## src/rtl/spi_pkg.sv

```systemverilog
// Shared definitions for the SPI slave front end: word geometry, command codes,
// FSM state encoding and bit-counter milestones.
package spi_pkg;

   localparam int WORD_W = 10;
   localparam int ADDR_W = 8;

   localparam logic [1:0] WR_ADDR = 2'b00;
   localparam logic [1:0] WR_DATA = 2'b01;
   localparam logic [1:0] RD_ADDR = 2'b10;
   localparam logic [1:0] RD_DATA = 2'b11;

   typedef enum logic [2:0] {
      IDLE      = 3'd0,
      CHK_CMD   = 3'd1,
      WRITE     = 3'd2,
      READ_ADD  = 3'd3,
      READ_DATA = 3'd4
   } state_t;

   // Bit counter milestones inside a shift state: 0..8 receiving, 9 word sent,
   // 10 read data being serialised, 11 read data finished.
   localparam logic [3:0] CNT_LAST = 4'd8;
   localparam logic [3:0] CNT_WAIT = 4'd9;
   localparam logic [3:0] CNT_SEND = 4'd10;

   function automatic logic is_shift_state(input state_t s);
      logic r;
      case (s)
         WRITE, READ_ADD, READ_DATA: r = 1'b1;
         default:                    r = 1'b0;
      endcase
      return r;
   endfunction

endpackage

```

## src/rtl/spi_tx_serializer.sv

```systemverilog
// MSB-first parallel-in/serial-out for read data; the output bit is registered
// and returns to 0 once all bits are sent or when cleared.
module spi_tx_serializer #(
   parameter int ADDR_W = 8
) (
   input  logic              clk,
   input  logic              rst,
   input  logic              clr,
   input  logic              load,
   input  logic [ADDR_W-1:0] din,
   output logic              sout,
   output logic              done
);

   localparam int CNT_W = $clog2(ADDR_W + 1);

   logic [ADDR_W-1:0] shreg_r;
   logic [CNT_W-1:0]  remain_r;
   logic              active_r;
   logic              sout_r;
   logic              done_r;

   // Load presents the MSB immediately; each following edge presents the next bit.
   always_ff @(posedge clk) begin
      if (rst || clr) begin
         shreg_r  <= {ADDR_W{1'b0}};
         remain_r <= {CNT_W{1'b0}};
         active_r <= 1'b0;
         sout_r   <= 1'b0;
         done_r   <= 1'b0;
      end else if (load) begin
         shreg_r  <= {din[ADDR_W-2:0], 1'b0};
         remain_r <= CNT_W'(ADDR_W - 1);
         active_r <= 1'b1;
         sout_r   <= din[ADDR_W-1];
         done_r   <= 1'b0;
      end else if (remain_r != {CNT_W{1'b0}}) begin
         shreg_r  <= {shreg_r[ADDR_W-2:0], 1'b0};
         remain_r <= remain_r - CNT_W'(1);
         sout_r   <= shreg_r[ADDR_W-1];
      end else if (active_r) begin
         active_r <= 1'b0;
         sout_r   <= 1'b0;
         done_r   <= 1'b1;
      end else begin
         sout_r   <= 1'b0;
      end
   end

   assign sout = sout_r;
   assign done = done_r;

endmodule

```

## src/rtl/spi_slave_fsm.sv

```systemverilog
// SPI slave front end: deserialises 10-bit command words for the RAM stage and
// serialises the RAM's read data back on MISO. SCK is the block clock.
module spi_slave_fsm #(
   parameter int WORD_W = 10,
   parameter int ADDR_W = 8
) (
   input  logic              clk,
   input  logic              rst,
   input  logic              SS_n,
   input  logic              MOSI,
   output logic              MISO,
   output logic [WORD_W-1:0] rx_data,
   output logic              rx_valid,
   input  logic [ADDR_W-1:0] tx_data,
   input  logic              tx_valid
);

   import spi_pkg::*;

   state_t            state_r;
   state_t            state_nxt_s;
   logic [3:0]        bit_cnt_r;
   logic [WORD_W-2:0] shift_r;
   logic [WORD_W-1:0] rx_data_r;
   logic              rx_valid_r;
   logic              rd_addr_seen_r;
   logic              emit_s;
   logic              tx_load_s;
   logic              tx_clr_s;
   logic              tx_done_s;

   // State register.
   always_ff @(posedge clk) begin
      if (rst) begin
         state_r <= IDLE;
      end else begin
         state_r <= state_nxt_s;
      end
   end

   // Next-state decode plus the word-complete and read-data-load strobes.
   always_comb begin
      state_nxt_s = state_r;
      emit_s      = 1'b0;
      tx_load_s   = 1'b0;
      tx_clr_s    = 1'b0;
      case (state_r)
         IDLE: begin
            if (!SS_n) begin
               state_nxt_s = CHK_CMD;
            end else begin
               state_nxt_s = IDLE;
            end
         end
         CHK_CMD: begin
            if (SS_n) begin
               state_nxt_s = IDLE;
               tx_clr_s    = 1'b1;
            end else if (!MOSI) begin
               state_nxt_s = WRITE;
            end else if (rd_addr_seen_r) begin
               state_nxt_s = READ_DATA;
            end else begin
               state_nxt_s = READ_ADD;
            end
         end
         WRITE, READ_ADD, READ_DATA: begin
            if (SS_n) begin
               state_nxt_s = IDLE;
               tx_clr_s    = 1'b1;
            end else if (bit_cnt_r == CNT_LAST) begin
               emit_s = 1'b1;
            end else if ((state_r == READ_DATA) && (bit_cnt_r == CNT_WAIT) && tx_valid) begin
               tx_load_s = 1'b1;
            end else begin
               state_nxt_s = state_r;
            end
         end
         default: begin
            state_nxt_s = IDLE;
            tx_clr_s    = 1'b1;
         end
      endcase
   end

   // Receive shift register, bit counter, word hand-off and read-address flag.
   always_ff @(posedge clk) begin
      if (rst) begin
         bit_cnt_r      <= 4'd0;
         shift_r        <= {(WORD_W-1){1'b0}};
         rx_data_r      <= {WORD_W{1'b0}};
         rx_valid_r     <= 1'b0;
         rd_addr_seen_r <= 1'b0;
      end else begin
         rx_valid_r <= emit_s;
         if (state_r == CHK_CMD) begin
            shift_r   <= {{(WORD_W-2){1'b0}}, MOSI};
            bit_cnt_r <= 4'd0;
         end else if (is_shift_state(state_r)) begin
            if (bit_cnt_r <= CNT_LAST) begin
               shift_r   <= {shift_r[WORD_W-3:0], MOSI};
               bit_cnt_r <= bit_cnt_r + 4'd1;
            end else if (tx_load_s || ((bit_cnt_r == CNT_SEND) && tx_done_s)) begin
               bit_cnt_r <= bit_cnt_r + 4'd1;
            end else begin
               bit_cnt_r <= bit_cnt_r;
            end
         end else begin
            bit_cnt_r <= 4'd0;
         end

         // The word is forwarded raw; the RAM decodes the command bits.
         if (emit_s) begin
            rx_data_r <= {shift_r, MOSI};
            if (state_r == READ_ADD) begin
               rd_addr_seen_r <= 1'b1;
            end else if (state_r == READ_DATA) begin
               rd_addr_seen_r <= 1'b0;
            end else begin
               rd_addr_seen_r <= rd_addr_seen_r;
            end
         end
      end
   end

   spi_tx_serializer #(
      .ADDR_W (ADDR_W)
   ) u_tx (
      .clk  (clk),
      .rst  (rst),
      .clr  (tx_clr_s),
      .load (tx_load_s),
      .din  (tx_data),
      .sout (MISO),
      .done (tx_done_s)
   );

   assign rx_data  = rx_data_r;
   assign rx_valid = rx_valid_r;

endmodule

```

## config.mk

```make
export PLATFORM = sky130hd
export DESIGN_NAME = spi_slave_fsm
export DESIGN_NICKNAME = d
export VERILOG_FILES = /design/src/rtl/spi_pkg.sv /design/src/rtl/spi_tx_serializer.sv /design/src/rtl/spi_slave_fsm.sv
export SDC_FILE = /design/constraint.sdc
export NUM_CORES = 1
export LEC_CHECK = 0
export CORE_ASPECT_RATIO = 0.9
export CORE_UTILIZATION = 50
export CTS_BUF_LIST = sky130_fd_sc_hd__clkbuf_16
export CTS_CLUSTER_DIAMETER = 100
export DETAILED_ROUTE_END_ITERATION = 7
export PLACE_DENSITY = 0.74
export SYNTH_ARGS = -nofsm -noshare
export SYNTH_HDL_FRONTEND = slang
export SYNTH_HIERARCHICAL = 1
export SYNTH_SLANG_ARGS = --single-unit
export TNS_END_PERCENT = 10
```

## constraint.sdc

```tcl
create_clock -name clk -period 5.44 [get_ports clk]
set_input_delay 0.816 -clock clk [delete_from_list [all_inputs] [get_ports clk]]
set_output_delay 0.816 -clock clk [all_outputs]
set_load 0.05 [all_outputs]
```

; ---- Word level (Yosys, flattened, before mapping)
; Index checks and enable logic that the tools add are counted.
[word_totals]
ff_bits = 42
input_bits = 13
output_inout_bits = 12
[classes]
reduce_logical = 21
n_eq_ne = 9
bitwise_logic = 2
n_mux = 33
addsub = 2
order_cmp = 1
[ops]
columns = cell, n
row1 = 1-bit two-way mux, 21
row2 = 3-bit two-way mux, 6
row3 = 8-bit two-way mux, 2
row4 = "4-bit == test, second input constant", 3
row5 = 2-bit nonzero test, 5
row6 = 3-bit one-hot mux with 3 select lines, 1
row7 = 4-bit two-way mux, 2
row8 = 2-bit AND reduction, 4
row9 = "3-bit by 2-bit == test with 1-bit output, second input constant", 2
row10 = 3-bit OR reduction, 2
row11 = "4-bit by 1-bit adder with 4-bit output, second input constant", 1
row12 = "4-bit less-or-equal comparator, second input constant", 1
row13 = "2-bit != test, second input constant", 2
row14 = 4-bit nonzero test, 1
row15 = 2-bit OR reduction, 2
row16 = 4-bit OR reduction, 1
row17 = "4-bit by 1-bit subtractor with 4-bit output, second input constant", 1
row18 = "3-bit by 1-bit == test with 1-bit output, second input constant", 1
row19 = "3-bit == test, second input constant", 1
row20 = 1-bit logical AND, 3
row21 = 3-bit zero test, 1
row22 = 1-bit logical OR, 2
row23 = 1-bit NOT, 2
row24 = 1-bit one-hot mux with 2 select lines, 1

; ---- Logic depth before layout (Yosys ltp)
; Gate-level depths: netlist of run 1.
[logic_depth]
ltp_word = 10
depth_mapped = 8

; ---- Hierarchy
; Netlist of run 1, hierarchy kept.
[by_module_without_submodules]
columns = mod, instances, seq_area_each_um2, area_per_inst_um2, cells_each
row1 = spi_slave_fsm, 1, 560.5, 1217.4, 126
row2 = spi_tx_serializer, 1, 280.3, 601.8, 71

; ---- Worst setup path after synthesis of run 1
; OpenSTA, ideal clock, no wires.
[synth_path]
path_type = in2reg
start = input port SS_n
end = register u_tx.remain_r[1]
setup_time_ps = 91
path_stages = 5
setup_slack_ps = 3125
path_buffers = 1
arrival_ps = 2224
path_cell_list = or3b_2 -> nor4_4 -> buf_2 -> clkinv_1 -> a311oi_1
[synth_between]
elab_chain_len = 3
elab_cells_between_ends = 7
classes_between = mux: 5 / reduce/logical: 2
[synth_rtl]
columns = item, line
row1 = start: declaration, spi_slave_fsm.sv:9  ; input logic SS_n,
row2 = 1-bit two-way mux (*), spi_slave_fsm.sv:68  ; if (SS_n) begin
row3 = 1-bit two-way mux (*), spi_slave_fsm.sv:47  ; case (state_r)
row4 = named net tx_load_s, spi_slave_fsm.sv:28  ; logic tx_load_s;
row5 = 3-bit two-way mux / 2-bit nonzero test (equally long branches), --
row6 = end signal: assignment, spi_tx_serializer.sv:27  ; remain_r <= {CNT_W{1'b0}};
row7 = end signal: assignment, spi_tx_serializer.sv:33  ; remain_r <= CNT_W'(ADDR_W - 1);
row8 = end signal: assignment, spi_tx_serializer.sv:39  ; remain_r <= remain_r - CNT_W'(1);
row9 = end: declaration, spi_tx_serializer.sv:18  ; logic [CNT_W-1:0] remain_r;
; Mark *: on every way through the listed nets, which the timed path passes. The rest lies on a longest branch.
; A chain may end at the register's enable or synchronous reset.

; ---- Worst setup path in the final report of run 1
; Same ends and word-level chain as after synthesis.

==> results.sh, run 1 <==
export IMPL_worstReg2RegStart="state_r[2]"
export IMPL_setup_viol=0
export IMPL_yosys_warnings=6
export IMPL_path_cells="clkdlybuf4s50_1 -> or3b_2 -> nor4_4 -> buf_4 -> clkinv_1 -> a311oi_1"
export IMPL_power_frac_seq_pct=44.1
export IMPL_final_util_pct=64.2
export IMPL_cts_tree="done"
export IMPL_switching_share_pct=29.0
export IMPL_fin_crit_ns=2.66
export IMPL_yosysSeqAreaShare_pct=46.2
export IMPL_layout_worst_path_cycle_share_pct=49.0
export IMPL_synthXorXnorAreaFrac_pct=0.963
export IMPL_numClockSinks=42
export IMPL_ys_seq_elements=42
export IMPL_cp_required_ns=5.63
export IMPL_grt_max_degree=26
export IMPL_io_pins=25
export IMPL_p_sw_w=0.000245
export IMPL_synth_cell_types=41
export IMPL_max_freq_ghz=0.375
export IMPL_synthMuxAreaShare_pct=11.6
export IMPL_synthSimpleGateAreaFrac_pct=24.3
export IMPL_start_util_pct=53.1
export IMPL_setup_tns_ns=0
export IMPL_synthAdderAreaFrac_pct=3.44
export IMPL_netlist_area_mm2=0.00182
export IMPL_grt_setup_unrepaired="no"
export IMPL_cellLeakagePower_nw=0.883
export IMPL_die_h_um=59.2
export IMPL_hpwl_um=2440
export IMPL_die_x_um=65.6
export IMPL_clock_latency_ns=0.28
export IMPL_synthesis_nets=215
export IMPL_crit_buf_inv=3
export IMPL_grt_pass1_wl_um=6070
export IMPL_outcome="finished clean"
export IMPL_ctsResizeCount=0
export IMPL_die_area_mm2=0.00388
export IMPL_layout_drive_gt1_share_pct=6.85
export IMPL_hp_start="shift_r[0]"
export IMPL_worst_pin_slew_ns=1.13
export IMPL_synthFlopType="dfxtp_1"
export IMPL_hold_violations=0
export IMPL_whs_ns=0.484
export IMPL_power_frac_clock_pct=32.5
export IMPL_routed_wl_um=3490
export IMPL_finClkSkew_ns=0.00467
export IMPL_cp_slowest_stage_delay_ns=0.51
export IMPL_r2r_cells=4
export IMPL_area_growth_pct=20.9
export IMPL_cts_buffers=5
export IMPL_nFillCells=276
export IMPL_hold_path_class="reg2reg"
export IMPL_maxCapViolations=0
export IMPL_synth_compound_area_share_pct=8.73
export IMPL_slew_headroom_pct=24.4
export IMPL_cpLargestDelayFamily="buffers and inverters"
export IMPL_startpoint="SS_n"
export IMPL_crit_cells=6
export IMPL_cp_arrival_ns=2.85
export IMPL_synthCells=197
export IMPL_synth_top_family_by_area="simple AND/OR/NAND/NOR gates"
export IMPL_final_nets=236
export IMPL_whs_path_depth=2
export IMPL_rows=20
export IMPL_start_kind="primary input"
export IMPL_crit_fanout=25
export IMPL_comb_power_share_pct=23.3
export IMPL_post_route_drc_count=0
export IMPL_overflow=0
export IMPL_ant_nets=0
export IMPL_crit_path_top_delay_cell="or3b_2"
export IMPL_p_int_w=0.000600
export IMPL_routed_via_count=1410
export IMPL_clockBufferDepth=2
export IMPL_ir_drop_v=0.000215
export IMPL_postCtsSetupRepairBufs=0
export IMPL_grt_pass1_vias=1337
export IMPL_async_flop_share_pct=0
export IMPL_core_area_mm2=0.00343
export IMPL_power_density_mw_per_mm2=384
export IMPL_clockRootBuffer="clkbuf_16"
export IMPL_track_usage_pct=21.2
export IMPL_avgSynthCellArea_um2=9.23
export IMPL_drt_pass1_iterations=4
export IMPL_worst_setup_path_type="in2reg"
export IMPL_cts_hold_buf=0
export IMPL_path_clk_slew_ns=0.06
export IMPL_end_kind="register"
export IMPL_antenna_found_initial=0
export IMPL_via_per_inst=5.36
export IMPL_globalplace_congestion=0.766
export IMPL_p_total_w=0.000845
export IMPL_htree_levels=2
export IMPL_wire_per_inst_um=13.3
export IMPL_drt_iter0_drc=56
export IMPL_io_buffers=24
export IMPL_slew_viol_final=0
export IMPL_synth_edf_count=0
export IMPL_diodes=0
[logic make-up (layout without fill, tap and decap cells)]
group	count (synthesis)	count (layout)
DFF	42	42
and+or+nand+nor	83	83
AOI/OAI and AO/OA	26	26
xor gates and xnor gates	2	2
muxes	21	21
buffers and inverters	18	40
adders and majority gates	5	5
[power groups by stage]
stage                     registers [W]  logic, W  clock network [W]
after floorplan                0.000375  0.000170                  0
after global placement         0.000376  0.000191                  0
after CTS                      0.000373  0.000196           0.000284
final                          0.000373  0.000197           0.000275
after detailed placement       0.000379  0.000194                  0
after global routing           0.000377  0.000224           0.000295
[flip-flops by register name, summed over array words and instances, names as in the netlist, 3 cells and up]
name	count
bit_cnt_r	4
rx_data	10
shift_r	9
state_r	3
u_tx/remain_r	4
u_tx/shreg_r	7
[path summary, 6_finish.rpt]
kind,endpoint,slack [ns]
worst max-delay path,u_tx/remain_r[1],2.78
worst min-delay path,shift_r[0],0.48
worst max register to register,shift_r[6],3.19
worst min register to register,shift_r[0],0.48
[layer usage]
metal / vias up / global-route usage (%) / wire, µm
li1: 725 / - / -
met1: 655 / 24.7 / 1650
met2: 27 / 36.7 / 1710
met3: 3 / 7.50 / 105
met4: 0 / 6.52 / 23
met5: - / 0 / 0
[synthesized netlist by cell type (all sizes together) (2+ instances only)]
| library cell | count | area share [%] |
|---|---|---|
| nand3 | 2 | 0.55 |
| dfxtp | 42 | 46 |
| nor2 | 31 | 6.4 |
| a31oi | 2 | 0.69 |
| mux2i | 21 | 12 |
| nor2b | 2 | 0.69 |
| clkbuf | 5 | 1.0 |
| o21ai | 7 | 2.1 |
| or2b | 2 | 0.83 |
| ha | 5 | 3.4 |
| a21oi | 10 | 3.0 |
| nor3 | 17 | 4.7 |
| or3b | 3 | 1.6 |
| nor4 | 9 | 3.9 |
| nand2b | 3 | 1.0 |
| inv | 6 | 1.2 |
| nand2 | 8 | 1.7 |
| or2 | 2 | 0.69 |
| buf | 6 | 2.3 |
[cell type report]
class                           instances  area, µm²  share of cell area [%]
Multi-Input combinational cell        137        892                    40.6
Sequential cell                        42        841                    38.2
Timing Repair Buffer                   25        248                    11.3
Clock buffer                            5        125                    5.69
Tap cell                               44       55.1                    2.50
Inverter                                7       26.3                    1.19
Clock inverter                          3       12.5                   0.569
[per-stage QoR]
step / instance area [µm²] / setup slack [ns] / std cells
3_3_place_gp: 2060 / 2.59 / 255
4_1_cts: 2200 / 2.80 / 263
6_report: 2200 / 2.78 / 263
3_5_place_dp: 2060 / 2.50 / 255
5_1_grt: 2200 / 2.58 / 263
2_1_floorplan: 1820 / 3.12 / 197
[worst register-to-register path, cell delays in order (launching register included)]
cell	delay [ns]
dfxtp_1	0.43
or3b_4	0.45
a22oi_1	0.91
mux2i_1	0.29
nor2_1	0.05
[cells in the final DEF, fill, tap and decap left out, types with 2 or more instances in the layout]
master	count
a21oi_1	9
nor2b_1	2
mux2i_1	21
nand3_1	2
nand2_1	8
inv_1	7
o21ai_0	5
dfxtp_1	42
nand2b_1	3
ha_1	5
or2b_1	2
or2_2	2
clkinv_1	2
clkdlybuf4s50_1	24
nor2_1	31
a31oi_1	2
nor4_1	8
clkbuf_16	5
nor3_1	17
Power figures use the tool's default switching activity.
==> run 2: changes to the inputs <==
==> constraint.sdc (replaced) <==
create_clock -name clk -period 2.5 [get_ports clk]
set_input_delay 0.375 -clock clk [delete_from_list [all_inputs] [get_ports clk]]
set_output_delay 0.375 -clock clk [all_outputs]
set_load 0.05 [all_outputs]
==> results.sh, run 2 (synthesis gave the netlist of run 1 again) <==
export IMPL_outcome="finished clean"
export IMPL_clockRootBuffer="clkbuf_16"
export IMPL_worst_setup_path_type="reg2reg"
export IMPL_slew_viol_final=0
export IMPL_nFillCells=264
export IMPL_seq_area_um2=841
export IMPL_cellLeakagePower_nw=0.896
export IMPL_cp_required_ns=2.68
export IMPL_layout_drive_gt1_share_pct=9.01
export IMPL_worstReg2RegEnd="u_tx/shreg_r[7]"
export IMPL_rows=20
export IMPL_wire_per_inst_um=12.9
export IMPL_end_kind="register"
export IMPL_diodes=0
export IMPL_clockBufferDepth=2
export IMPL_setup_tns_ns=0
export IMPL_max_freq_ghz=0.512
export IMPL_slew_headroom_pct=61.8
export IMPL_multi_input_area_um2=892
export IMPL_routed_wl_um=3440
export IMPL_final_nets=239
export IMPL_postCtsSetupRepairBufs=0
export IMPL_htree_levels=2
export IMPL_ant_nets=0
export IMPL_path_clk_slew_ns=0.06
export IMPL_hold_path_class="reg2reg"
export IMPL_drt_pass1_iterations=4
export IMPL_io_pins=25
export IMPL_final_area_mm2=0.00223
export IMPL_area_growth_pct=22.8
export IMPL_worstReg2RegStart="state_r[2]"
export IMPL_grt_setup_unrepaired="no"
export IMPL_antenna_found_initial=0
export IMPL_whs_endpoint="shift_r[0]"
export IMPL_power_frac_seq_pct=43.1
export IMPL_core_area_mm2=0.00343
export IMPL_start_kind="register"
export IMPL_layout_worst_path_cycle_share_pct=78.1
export IMPL_start_util_pct=53.1
export IMPL_post_route_drc_count=0
export IMPL_final_common_cell="dfxtp_1"
export IMPL_power_density_mw_per_mm2=844
export IMPL_cp_arrival_ns=2.13
export IMPL_clock_latency_ns=0.28
export IMPL_drt_iter0_drc=55
export IMPL_maxCapViolations=0
export IMPL_via_per_inst=5.30
export IMPL_ctsResizeCount=0
export IMPL_largest_reg_flops=10
export IMPL_power_frac_clock_pct=33.9
export IMPL_hp_start="shift_r[0]"
export IMPL_grt_pass1_vias=1292
export IMPL_io_buffers=24
export IMPL_die_h_um=59.2
export IMPL_regToRegSetupSlack_ns=0.55
export IMPL_r2r_cells=5
export IMPL_mostFrequentLayoutCells="42 x dfxtp_1, 31 x nor2_1, 24 x clkdlybuf4s50_1"
export IMPL_numClockSinks=42
export IMPL_globalplace_congestion=0.786
export IMPL_switching_share_pct=30.0
export IMPL_cts_tree="done"
export IMPL_fin_crit_ns=1.95
export IMPL_place_area_mm2=0.00208
export IMPL_grt_pass1_wl_um=5690
export IMPL_overflow=0
export IMPL_setup_viol=0
export IMPL_finClkSkew_ns=0.00699
export IMPL_worst_pin_slew_ns=0.567
export IMPL_cts_hold_buf=0
export IMPL_routed_via_count=1410
export IMPL_p_int_w=0.00132
export IMPL_die_x_um=65.6
export IMPL_die_area_mm2=0.00388
export IMPL_grt_max_degree=25
export IMPL_ir_drop_v=0.000553
export IMPL_p_sw_w=0.000566
export IMPL_crit_fanout=24
export IMPL_cts_buffers=5
export IMPL_hpwl_um=2480
export IMPL_track_usage_pct=19.5
export IMPL_hold_violations=0
export IMPL_whs_path_depth=2
export IMPL_comb_power_share_pct=23.0
==> run 2: cell types whose count changed in the layout (fill, tap and decap cells not counted) <==
cell,previous run,this run
clkinv_4,0,1
inv_1,7,6
clkinv_2,1,0
buf_4,1,4
clkinv_1,2,1
inv_6,0,1
clkinvlp_4,0,1
==> run 2: layout make-up <==
cell class                      count  share of cell area, %
Clock buffer                        5                   5.60
Timing Repair Buffer               28                   12.1
Clock inverter                      3                   1.12
Multi-Input combinational cell    137                   39.9
Sequential cell                    42                   37.6
Tap cell                           44                   2.46
Inverter                            7                   1.18
==> run 2: layer usage <==
metal / vias up / routed length [µm] / global-route usage, %
li1: 733 / - / -
met2: 20 / 1670 / 32.8
met5: - / 0 / 0
met3: 6 / 93 / 4.81
met1: 651 / 1630 / 23.9
met4: 0 / 52 / 8.39
==> run 2: per-stage QoR <==
stage	cells	utilization, %	setup slack (ns)	total power [W]	hold WS [ns]
3_5_place_dp	258	60.8	0.241	0.00126	0.482
4_1_cts	266	65.2	0.519	0.00190	0.493
5_1_grt	266	65.2	0.404	0.00198	0.519
2_1_floorplan	197	-	0.540	0.00119	0.452
3_3_place_gp	258	60.8	0.354	0.00123	0.469
6_report	266	65.2	0.547	0.00189	0.486
==> run 2: power by group through the flow <==
stage	Clock (W)	Combinational, W	Sequential (W)
2_1_floorplan	0	0.000369	0.000817
3_3_place_gp	0	0.000415	0.000820
3_5_place_dp	0	0.000435	0.000825
4_1_cts	0.000652	0.000435	0.000812
5_1_grt	0.000682	0.000480	0.000821
6_report	0.000639	0.000435	0.000813
==> run 2: worst max path at each step <==
| stage | startpoint | to | slack, ns | depth (start not counted) |
|---|---|---|---|---|
| after global routing | SS_n | u_tx/shreg_r[5] | 0.40 | 6 |
| after floorplan | state_r[1] | u_tx/remain_r[1] | 0.54 | 6 |
| after CTS | bit_cnt_r[0] | rx_data[0] | 0.52 | 6 |
| after detailed placement | SS_n | u_tx/shreg_r[7] | 0.24 | 6 |
| after global placement | SS_n | u_tx/shreg_r[4] | 0.35 | 6 |
| final | state_r[2] | u_tx/shreg_r[7] | 0.55 | 5 |
==> run 2: worst max-delay path, stage by stage, from the launching register on <==
cell and delay (ns):
dfxtp_1 0.46, or3b_4 0.46, nor4_4 0.26, buf_4 0.30
nor3_1 0.09, nor4_1 0.28
==> edit, RTL diff (settings of run 2) <==
`WORD_W` is set to 10 in 2 places; all go to 5.
--- a/src/rtl/spi_pkg.sv
+++ b/src/rtl/spi_pkg.sv
@@ -4,3 +4,3 @@
 
-   localparam int WORD_W = 10;
+   localparam int WORD_W = 5;
    localparam int ADDR_W = 8;
--- a/src/rtl/spi_slave_fsm.sv
+++ b/src/rtl/spi_slave_fsm.sv
@@ -3,3 +3,3 @@
 module spi_slave_fsm #(
-   parameter int WORD_W = 10,
+   parameter int WORD_W = 5,
    parameter int ADDR_W = 8
Interface: changed (resized rx_data); port bits go from 25 to 20. The function was not compared with the original's and may differ.
==> edit against run 2 <==
Worst setup slack got worse by 1.5 ps; total power fell by 6.5%; sequential cell count fell by 10; global-route usage rose by 1.2 points; design area fell by 16%; maximum frequency barely moved; area after synthesis fell by 17%; wire length fell by 14%; first-iteration DRC count rose by 44%; critical path type unchanged.
==> edit: results <==
export IMPL_clock_latency_ps=270
export IMPL_regMostFlops="u_tx/shreg_r"
export IMPL_grt_util_all_layers_pct=20.7
export IMPL_drt_iter0_markers=79
export IMPL_worstPathArrival_ps=2120
export IMPL_grt_max_degree=20
export IMPL_crit_family="simple AND/OR/NAND/NOR gates"
export IMPL_wl_um=2970
export IMPL_post_cts_buffers=0
export IMPL_skew_ps=3.88
export IMPL_synthTopCellsByArea="dfxtp_1, mux2i_1, nor3_1"
export IMPL_cpPeakStageDelay_ps=380
export IMPL_yosysUniqueCellTypes=40
export IMPL_status="finished, final reports clean"
export IMPL_cts_resized=0
export IMPL_synth_flop_cell="dfxtp_1"
export IMPL_largest_reg_flops=7
export IMPL_routabilityCongestion=0.801
export IMPL_clk_pin_slew_worst_paths_ps=50
export IMPL_io_buffers=19
export IMPL_synthArstFlopShare_pct=0
export IMPL_root_buffer="clkbuf_16"
export IMPL_drive_above_1_share_pct=10.2
export IMPL_yosysWarnings=6
export IMPL_slowest_stage="dfxtp_1"
export IMPL_vias=1253
export IMPL_drtPass1Iterations=4
export IMPL_syn_num_nets=186
export IMPL_yosysSeqAreaShare_pct=42.2
export IMPL_n_antenna_cell=0
export IMPL_numCtsBuffers=5
export IMPL_htreeDepth=2
export IMPL_grt_pass1_vias=1179
export IMPL_fin_nets=204
export IMPL_min_path_type="register to register"
export IMPL_power_switching_mw=0.512
export IMPL_grt_pass1_wl_um=4950
export IMPL_hpwl_um=2060
export IMPL_irDropWorstVdd_v=0.000521
export IMPL_path_max_fanout=19
export IMPL_p_leak_nw=0.726
export IMPL_synth_common_cells="dfxtp_1, nor2_1, nor3_1, a21oi_1"
export IMPL_slew_headroom_pct=67.0
export IMPL_cts_buffer_depth=2
export IMPL_antenna_found_initial=0
-- edit: cell types whose count changed after synthesis, moves of 2 or more --
| cell | run 2 | this run |
|---|---|---|
| nor2_1 | 31 | 19 |
| nand3_1 | 2 | 5 |
| mux2i_1 | 21 | 9 |
| a2111oi_0 | 0 | 2 |
| nand2_1 | 8 | 5 |
| clkbuf_1 | 5 | 3 |
| a21oi_1 | 9 | 12 |
| buf_6 | 1 | 3 |
| dfxtp_1 | 42 | 32 |
-- edit: worst min-delay path, stage by stage, from the launching register on --
cell     delay (ps)
dfxtp_1         320
mux2i_1          70
nor2_1           70
-- edit: cells by family (layout without fill, tap and decap cells) --
family | Yosys count | count (layout) | share of synthesized area [%]
buffers and inverters | 18 | 37 | 6.59
AND/OR/NAND/NOR | 74 | 74 | 27.1
multiplexers | 9 | 9 | 5.94
flip-flops | 32 | 32 | 42.2
XOR/XNOR | 2 | 2 | 1.15
AO/OA/AOI/OAI | 28 | 28 | 12.9
adder cells (fa/ha/maj) | 5 | 5 | 4.12
-- edit: final timing paths --
kind                startpoint               to  slack, ps  cells past startpoint
setup / recovery  bit_cnt_r[0]  u_tx/shreg_r[5]        550                      8
hold / removal      rx_data[2]       rx_data[2]        490                      2
setup reg to reg  bit_cnt_r[0]  u_tx/shreg_r[5]        550                      8
hold reg to reg     rx_data[2]       rx_data[2]        490                      2
-- edit: through the flow --
stage	std cells	area (um2)	util, %	setup WS, ps
finish	227	1870	66.5	545
global route	227	1870	66.5	324
CTS	227	1870	66.5	532
detailed placement	219	1710	60.7	378
global placement	219	1710	60.7	512
floorplan	168	1520	-	711
-- edit: layout make-up --
cell class	instances	area, um2
Fill cell	244	943
Multi-Input combinational cell	118	782
Sequential cell	32	641
Timing Repair Buffer	21	205
Clock buffer	5	125
Tap cell	40	50.0
Clock inverter	3	38.8
Inverter	8	30.0
-- edit: routing by layer --
metal	wire, um	track usage, %	vias to the layer above
li1	-	-	635
met1	1390	25.5	588
met2	1450	34.8	26
met3	104	7.09	4
met4	23	5.43	0
met5	0	0	-
-- edit: power groups by stage --
stage | clock [mW] | sequential [mW] | combinational (mW)
2_1_floorplan | 0 | 0.654 | 0.370
3_3_place_gp | 0 | 0.657 | 0.411
3_5_place_dp | 0 | 0.663 | 0.433
4_1_cts | 0.667 | 0.653 | 0.444
5_1_grt | 0.696 | 0.663 | 0.491
6_report | 0.663 | 0.655 | 0.446
